`config.mk`:
```
export PLATFORM = sky130hd
export DESIGN_NAME = pulse_scheduler
export DESIGN_NICKNAME = d
export VERILOG_FILES = /design/src/rtl/pulse_pkg.sv /design/src/rtl/pulse_rr_arb.sv /design/src/rtl/pulse_scheduler.sv
export SDC_FILE = /design/constraint.sdc
export NUM_CORES = 1
export LEC_CHECK = 0
export BUFFER_PORTS_ARGS = -buffer_cell sky130_fd_sc_hd__buf_4
export CAP_MARGIN = 0
export CORE_MARGIN = 3
export CORE_UTILIZATION = 38
export CTS_CLUSTER_SIZE = 20
export DETAILED_ROUTE_END_ITERATION = 10
export GPL_ROUTABILITY_DRIVEN = 0
export GPL_TIMING_DRIVEN = 1
export PLACE_DENSITY = 0.55
export SYNTH_ARGS = -nofsm -noshare
export SYNTH_HDL_FRONTEND = slang
export SYNTH_HIERARCHICAL = 1
export SYNTH_SLANG_ARGS = --single-unit
```
`constraint.sdc`:
```
create_clock -name clock -period 2.6 [get_ports clock]
set_input_delay 0.26 -clock clock [delete_from_list [all_inputs] [get_ports clock]]
set_output_delay 0.26 -clock clock [all_outputs]
set_load 0.03 [all_outputs]
```
`src/rtl/pulse_pkg.sv`:
```
// -----------------------------------------------------------------------------
// pulse_pkg
// Shared definitions for the pulse scheduler: default field widths, the FSM
// state encoding and a small one-hot helper used by the arbiter.
// -----------------------------------------------------------------------------
package pulse_pkg;

   localparam int DLY_W_DEF = 8;   // default width of the start-delay field
   localparam int CNT_W_DEF = 4;   // default width of pulse-count / phase fields

   typedef enum logic [2:0] {
      ST_IDLE  = 3'd0,
      ST_DELAY = 3'd1,
      ST_HIGH  = 3'd2,
      ST_LOW   = 3'd3,
      ST_DONE  = 3'd4
   } pulse_state_e;

   // Requester index -> one-hot grant vector.
   function automatic logic [1:0] idx_to_onehot(input logic idx);
      return idx ? 2'b10 : 2'b01;
   endfunction

endpackage

```
`src/rtl/pulse_rr_arb.sv`:
```
// -----------------------------------------------------------------------------
// pulse_rr_arb
// Two-requester round-robin arbiter (purely combinational).
//   req    : per-requester request
//   ptr    : index of the requester that currently holds priority
//   enable : grant only when high
//   gnt    : one-hot grant, zero when disabled or nobody requests
// -----------------------------------------------------------------------------
module pulse_rr_arb
   import pulse_pkg::*;
(
   input  logic [1:0] req,
   input  logic       ptr,
   input  logic       enable,
   output logic [1:0] gnt
);

   logic other;

   always_comb begin
      other = ~ptr;
      gnt   = 2'b00;
      if (enable) begin
         // The priority holder wins a tie; otherwise whoever asks is served.
         if (req[ptr]) begin
            gnt = idx_to_onehot(ptr);
         end else if (req[other]) begin
            gnt = idx_to_onehot(other);
         end
      end
   end

endmodule

```
`src/rtl/pulse_scheduler.sv`:
```
// -----------------------------------------------------------------------------
// pulse_scheduler
// Serves one of two requesters at a time: waits cfg_delay+1 cycles, then
// emits cfg_count pulses, each cfg_phase+1 cycles high and cfg_phase+1 cycles
// low, then strobes done to the served requester for one cycle.
//
// Ports
//   clock, reset_n : clock (rising edge), asynchronous active-low reset
//   req            : level-sensitive requests, sampled only in IDLE
//   cfg_delay/count/phase : burst parameters, latched at grant
//   gnt            : one-hot grant, held from grant until DONE is left
//   busy           : high in every state except IDLE
//   signal         : registered pulse-train output
//   done           : one-cycle completion strobe to the served requester
//   state_dbg      : current FSM state, for observation
//
// Handshake: a requester asserts req and holds it until it sees gnt; after
// the grant the request level is ignored until the service finishes with a
// done strobe. At least one IDLE cycle separates two services.
// -----------------------------------------------------------------------------
module pulse_scheduler
   import pulse_pkg::*;
#(
   parameter int DLY_W = DLY_W_DEF,
   parameter int CNT_W = CNT_W_DEF
) (
   input  logic             clock,
   input  logic             reset_n,
   input  logic [1:0]       req,
   input  logic [DLY_W-1:0] cfg_delay,
   input  logic [CNT_W-1:0] cfg_count,
   input  logic [CNT_W-1:0] cfg_phase,
   output logic [1:0]       gnt,
   output logic             busy,
   output logic             signal,
   output logic [1:0]       done,
   output pulse_state_e     state_dbg
);

   pulse_state_e     state_q,  state_d;
   logic [1:0]       gnt_q,    gnt_d;
   logic             busy_q,   busy_d;
   logic             signal_q, signal_d;
   logic [1:0]       done_q,   done_d;
   logic             ptr_q,    ptr_d;
   logic [DLY_W-1:0] dly_q,    dly_d;     // remaining delay cycles minus one
   logic [CNT_W-1:0] cnt_q,    cnt_d;     // pulses not yet completed
   logic [CNT_W-1:0] phase_q,  phase_d;   // latched phase length
   logic [CNT_W-1:0] ph_cnt_q, ph_cnt_d;  // remaining cycles in HIGH/LOW minus one

   logic       arb_en;
   logic [1:0] arb_gnt;

   assign arb_en = (state_q == ST_IDLE);

   pulse_rr_arb u_arb (
      .req    (req),
      .ptr    (ptr_q),
      .enable (arb_en),
      .gnt    (arb_gnt)
   );

   always_comb begin
      state_d  = state_q;
      gnt_d    = gnt_q;
      ptr_d    = ptr_q;
      dly_d    = dly_q;
      cnt_d    = cnt_q;
      phase_d  = phase_q;
      ph_cnt_d = ph_cnt_q;

      case (state_q)
         ST_IDLE: begin
            if (arb_gnt != 2'b00) begin
               gnt_d   = arb_gnt;
               dly_d   = cfg_delay;
               cnt_d   = cfg_count;
               phase_d = cfg_phase;
               state_d = ST_DELAY;
            end
         end
         ST_DELAY: begin
            if (dly_q == '0) begin
               if (cnt_q != '0) begin
                  state_d  = ST_HIGH;
                  ph_cnt_d = phase_q;
               end else begin
                  state_d = ST_DONE;
               end
            end else begin
               dly_d = dly_q - DLY_W'(1);
            end
         end
         ST_HIGH: begin
            if (ph_cnt_q == '0) begin
               // The pulse is complete once its high phase ends; cnt_q is
               // at least one here so this never wraps.
               state_d  = ST_LOW;
               ph_cnt_d = phase_q;
               cnt_d    = cnt_q - CNT_W'(1);
            end else begin
               ph_cnt_d = ph_cnt_q - CNT_W'(1);
            end
         end
         ST_LOW: begin
            if (ph_cnt_q == '0) begin
               if (cnt_q != '0) begin
                  state_d  = ST_HIGH;
                  ph_cnt_d = phase_q;
               end else begin
                  state_d = ST_DONE;
               end
            end else begin
               ph_cnt_d = ph_cnt_q - CNT_W'(1);
            end
         end
         ST_DONE: begin
            state_d = ST_IDLE;
            gnt_d   = 2'b00;
            // Hand priority to the requester that was not just served.
            ptr_d   = ~gnt_q[1];
         end
         default: begin
            state_d = ST_IDLE;
            gnt_d   = 2'b00;
         end
      endcase

      // Outputs are registered copies of next-state decodes, so they change
      // exactly on the edge the state does and never glitch.
      busy_d   = (state_d != ST_IDLE);
      signal_d = (state_d == ST_HIGH);
      done_d   = (state_d == ST_DONE) ? gnt_d : 2'b00;
   end

   always_ff @(posedge clock or negedge reset_n) begin
      if (!reset_n) begin
         state_q  <= ST_IDLE;
         gnt_q    <= 2'b00;
         busy_q   <= 1'b0;
         signal_q <= 1'b0;
         done_q   <= 2'b00;
         ptr_q    <= 1'b0;
         dly_q    <= '0;
         cnt_q    <= '0;
         phase_q  <= '0;
         ph_cnt_q <= '0;
      end else begin
         state_q  <= state_d;
         gnt_q    <= gnt_d;
         busy_q   <= busy_d;
         signal_q <= signal_d;
         done_q   <= done_d;
         ptr_q    <= ptr_d;
         dly_q    <= dly_d;
         cnt_q    <= cnt_d;
         phase_q  <= phase_d;
         ph_cnt_q <= ph_cnt_d;
      end
   end

   assign gnt       = gnt_q;
   assign busy      = busy_q;
   assign signal    = signal_q;
   assign done      = done_q;
   assign state_dbg = state_q;

endmodule
```
---- Yosys cells after proc, flatten, opt, wreduce, memory -nomap -nowiden ----
Cells that the tools add are included.
storage, ports and cells
  register bits after elaboration ......... 30
  input port bits ......................... 20
  output and inout bits ................... 9
  word-level logic and storage cells ...... 70
cells by class
  add/sub/neg operators ................... 3
  magnitude comparators ................... 2
  eq/ne operators ......................... 10
  multiplexer cells ....................... 29
  bitwise logic cells ..................... 2
  reduce and logical (&&, ||, !) cells .... 14
operator list
  cell                                                                    number
  4-bit 2-to-1 mux                                                        6
  8-bit 2-to-1 mux                                                        2
  8-bit one-hot mux with 2 select lines                                   1
  3-bit 2-to-1 mux                                                        5
  2-bit 2-to-1 mux                                                        7
  3-bit one-hot mux with 4 select lines                                   1
  4-bit one-hot mux with 3 select lines                                   1
  3-bit by 2-bit equality test with 1-bit output (second input constant)  3
  8-bit logical NOT                                                       1
  4-bit one-hot mux with 2 select lines                                   1
  4-bit by 1-bit subtractor with 4-bit output (second input constant)     2
  8-bit by 1-bit subtractor with 8-bit output (second input constant)     1
  3-bit equality test (second input constant)                             2
  2-bit != test (second input constant)                                   3
  3-bit AND reduction                                                     2
  2-bit nonzero test                                                      3
  3-bit nonzero test                                                      2
  4-bit logical NOT                                                       1
  1-bit by 2-bit < comparator with 1-bit output (second input constant)   2
  1-bit 2-to-1 mux                                                        4
  2-bit one-hot mux with 2 select lines                                   1
  2-bit AND reduction                                                     2
  4-bit nonzero test                                                      1
  3-bit by 1-bit equality test with 1-bit output (second input constant)  1
  4 further kinds                                                         5

---- Longest topological paths before layout ----
  depth after elaboration ................. 11
  gate-level depth with buffers ........... 10
  depth with buffers taken out ............ 9

---- Hierarchy ----
The synthesis kept the hierarchy.
modules (own cells, without submodules)
  module           times used  cells each  area an instance (um^2)  sequential area each (um^2)
  pulse_scheduler  1           183         1,719.1                  750.7
  pulse_rr_arb     1           5           21.3                     0.0

---- Least setup slack after synthesis ----
No wires, ideal clock.
  kind .................................... reg2reg
  start ................................... register state_q[2], in the netlist state_dbg[2]
  end ..................................... register dly_q[0]
  library setup time ...................... 0.074 ns
  data arrival time ....................... 1.845 ns
  data required time ...................... 2.526 ns
  slack ................................... 0.681 ns
  cell stages (with the launch flop) ...... 10
  buffers on the path ..................... 2
  clock period less this slack ............ 1.919 ns
  cell sequence ........................... dfrtp_1 > buf_4 > nor3_2 > nand2_1 > a21oi_1 > o21a_1 > buf_6 > a21oi_4 > or3_1 > o21ai_2
between the ends
  cells in the longest elaborated chain, start to end .. 5
  elaborated cells on any way between the ends .. 9
  classes of those cells .................. eq/ne (3); mux (2); reduce/logical (4)
RTL lines
  what                                                RTL line                RTL
  start, declared                                     pulse_scheduler.sv:40   pulse_state_e state_q, state_d;
  start signal, assigned                              pulse_scheduler.sv:149  state_q <= state_d;
  3-bit logical NOT                                   pulse_scheduler.sv:54   assign arb_en = (state_q == ST_IDLE);
  via arb_en                                          pulse_scheduler.sv:51   logic arb_en;
  2-bit 2-to-1 mux                                    pulse_rr_arb.sv:23      if (enable) begin
  via arb_gnt[1]                                      pulse_scheduler.sv:52   logic [1:0] arb_gnt;
  2-bit nonzero test                                  pulse_scheduler.sv:74   if (arb_gnt != 2'b00) begin
  2-bit by 1-bit != test with 1-bit output (no line)  n/a
  3-bit AND reduction (no line)                       n/a
  end signal, assigned                                pulse_scheduler.sv:155  dly_q <= dly_d;
  end, declared                                       pulse_scheduler.sv:46   logic [DLY_W-1:0] dly_q, dly_d;
The timed path passes the listed nets, and every way through them passes these cells.
A chain may end at the register's enable or synchronous reset.

---- Worst setup path in the final report ----
Same ends and word-level chain as after synthesis.

==> metrics.txt <==
top cells by area, synth dfrtp_1, a21oi_1, nor2_1, o21ai_0, ha_1; Reg-to-Reg End dly_q[0]; RSZ-0062 raised after global routing no; initial core utilization 41.4%; Clock Skews 9.20 ps; Mapped Area 1740 um2; max_cap viols 0; Global Route Usage Sum 16.3%; post-cts sizing count 0; Critical Path End Type flop; Finished Core Util 50.7%; Die H 73.7 um; startpoint types flop; yosys warns 6; Worst Hold End phase_q[2]; H-tree depth 2; Largest delay share family, worst path compound AO/OA/AOI/OAI gates; TNS Setup 0 ps; synth cell count leaders dfrtp_1, nor2_1, a21oi_1; Synth area leader dfrtp_1; Synth Area in Simple Gates 22.1%; post-synth top area share 43.1%; Layout Area Growth over Synthesis 22.5%; CTS Buf Count 5; fill count 385; peak supply drop 0.267 mV; R2R setup slack 440 ps; Core Area 4200 um2; most common cell in the synthesized netlist dfrtp_1; port bufs 28; Leak Pwr 0.967 nW; drt drc 0; count of state elements after synthesis 30; minimum clock period 2160 ps; fin crit share 83.2%; Seq/Total Area, Yosys 43.1%; Compound-Gate Fraction of Synth Area 22.8%; Clock Latency Late Sink 290 ps; R2R Path Start state_dbg[2]; status finished clean; final-report max-slew violation count 0; R2R depth 7; Clock Tree Buf Depth 2; DR vias/cell 5.59; final hold violations 0; Clk pin slew, worst setup/hold paths 70 ps; delay of the slowest cell on the worst path 540 ps; DR iter-0 viols 85; first-pass GRT wire length 6680 um; Pre-Repair DR Iteration Count 4; Synth Flop Type dfrtp_1; share of layout cells above drive strength 1 25.0%; crit path max fanout 17; Cell Chain, Critical Path nor3_2, nand2_1, a21oi_1, o21a_1, a21oi_4, or3_1, o21ai_2; Worst-Margin Slew 556 ps; Syn Area/Cell 9.26 um2; min-delay src cfg_phase[2]; IO Pins 29; Synth Area in XOR/XNOR 0.503%; Setup CP Type flop to flop; vias after detailed routing 1508; vias in the first global route 1374; Post-Synth Adder-Cell Area 2.88%; initial antenna violation count 0; Die W 73.7 um; number of synthesized flops with an enable pin 0; Max Freq 462 MHz; main combinational cell family by area after synthesis compound AO/OA/AOI/OAI gates; Req. time, crit path 2820 ps; clock sinks 30; Synth Instances 188; CTS tree built; Async SR Flop Fraction 100%; Ant. Diodes 0; post-synthesis cell type count 52; largest net degree at the start of global routing 31; final WL 4200 um; Routed Antenna Nets 0; total power per unit cell area 510 nW/um2; setup violators final 0; Congestion Overflow GR 0; Root Buffer clkbuf_8; row cnt 23; # nets final 243; per-cell routed wire length 15.5 um; relative slew slack 62.5%; HP Class input pin to flop; crit path DAT 2380 ps; Synthesized Nets 212; Hold Path Stages 2; HPWL after detailed placement 3080 um; CP bufs+invs 0; Crit-path slowest cell dfrtp_1; Die ar. 5430 um2; mux contribution to synthesized area 3.16%
-- cell type report --
cell class / instances / area (um2) / area share (%)
inverter: 10 / 37.5 / 1.76
timing repair buffer: 32 / 243 / 11.4
clock buffer: 6 / 82.6 / 3.87
sequential: 30 / 751 / 35.2
multi-input combinational: 140 / 896 / 42.0
clock inverter: 2 / 60.1 / 2.82
tap: 50 / 62.6 / 2.93
-- worst max path at each step --
stage | end | from | slack [ps] | depth (start not counted)
6_report | dly_q[0] | state_dbg[2] | 440 | 7
5_1_grt | dly_q[0] | state_dbg[2] | 270 | 7
3_5_place_dp | dly_q[0] | state_dbg[2] | 430 | 7
4_1_cts | dly_q[0] | state_dbg[2] | 410 | 7
2_1_floorplan | dly_q[0] | state_dbg[2] | 680 | 9
3_3_place_gp | dly_q[0] | state_dbg[2] | 580 | 7
-- report_power, final --
part | switching, W | internal (W) | total [W]
Sequential | 0 | 0.000467 | 0.000467
Clock | 0.000178 | 0.000409 | 0.000587
Combinational | 0.0000137 | 0.0000191 | 0.0000328
-- sequential cells by signal, summed over array words and instances (netlist names) --
name       flops
signal         1
phase_q        4
ptr_q          1
busy           1
cnt_q          4
gnt            2
state_dbg      3
done           2
ph_cnt_q       4
dly_q          8
-- per-layer routing --
metal | wire length [um] | global-route usage (%) | vias up
met5 | 0 | 0 | -
met4 | 62 | 4.83 | 0
met3 | 290 | 6.29 | 8
met2 | 1880 | 23.6 | 51
met1 | 1960 | 22.5 | 706
li1 | - | - | 743
-- cell usage in the layout, fill, tap and decap left out, types with 2 or more instances in the layout --
cell,Yosys,layout
buf_4,2,31
dfrtp_1,30,30
nor2_1,20,20
a21oi_1,19,19
o21ai_0,14,14
nand2_1,13,13
inv_1,9,9
nor3_1,6,6
clkbuf_8,0,6
nand3_1,4,4
mux2_2,4,4
ha_1,4,4
nand2b_1,3,3
a31oi_1,3,3
o22a_1,3,3
o22ai_1,3,3
nor3_2,2,2
nor3b_2,2,2
o21a_1,2,2
nor2b_1,2,2
and2_1,2,2
o221ai_1,2,2
or3_1,2,2
or4_1,2,2
a211oi_1,2,2
o31ai_1,2,2
a22o_1,2,2
bufinv_16,0,2
-- stage by stage --
step           worst slack (ps)  std cells  total power [W]  instance area, um2  hold slack (ps)
6_report                    436        270          0.00109                2130              210
3_5_place_dp                435        261         0.000508                1980              216
4_1_cts                     409        270          0.00110                2130              202
3_3_place_gp                580        261         0.000507                1980              209
2_1_floorplan               681        188         0.000476                1740            -35.6
5_1_grt                     269        270          0.00113                2130              198
-- cell families (layout without fill, tap and decap cells) --
| kind of cell | count (synthesis) | in the layout |
|---|---|---|
| and+or+nand+nor | 68 | 68 |
| AOI/OAI and AO/OA | 62 | 62 |
| DFF | 30 | 30 |
| buffers and inverters | 18 | 50 |
| muxes | 5 | 5 |
| adders and majority gates | 4 | 4 |
| xor gates and xnor gates | 1 | 1 |
-- what timing repair did --
item | 4_1_cts | 5_1_grt
buffers inserted | 0 | 0
hold buffers | 1 | 0
endpoints found under the hold margin | 30 | 0
(Power assumes the default switching activity.)
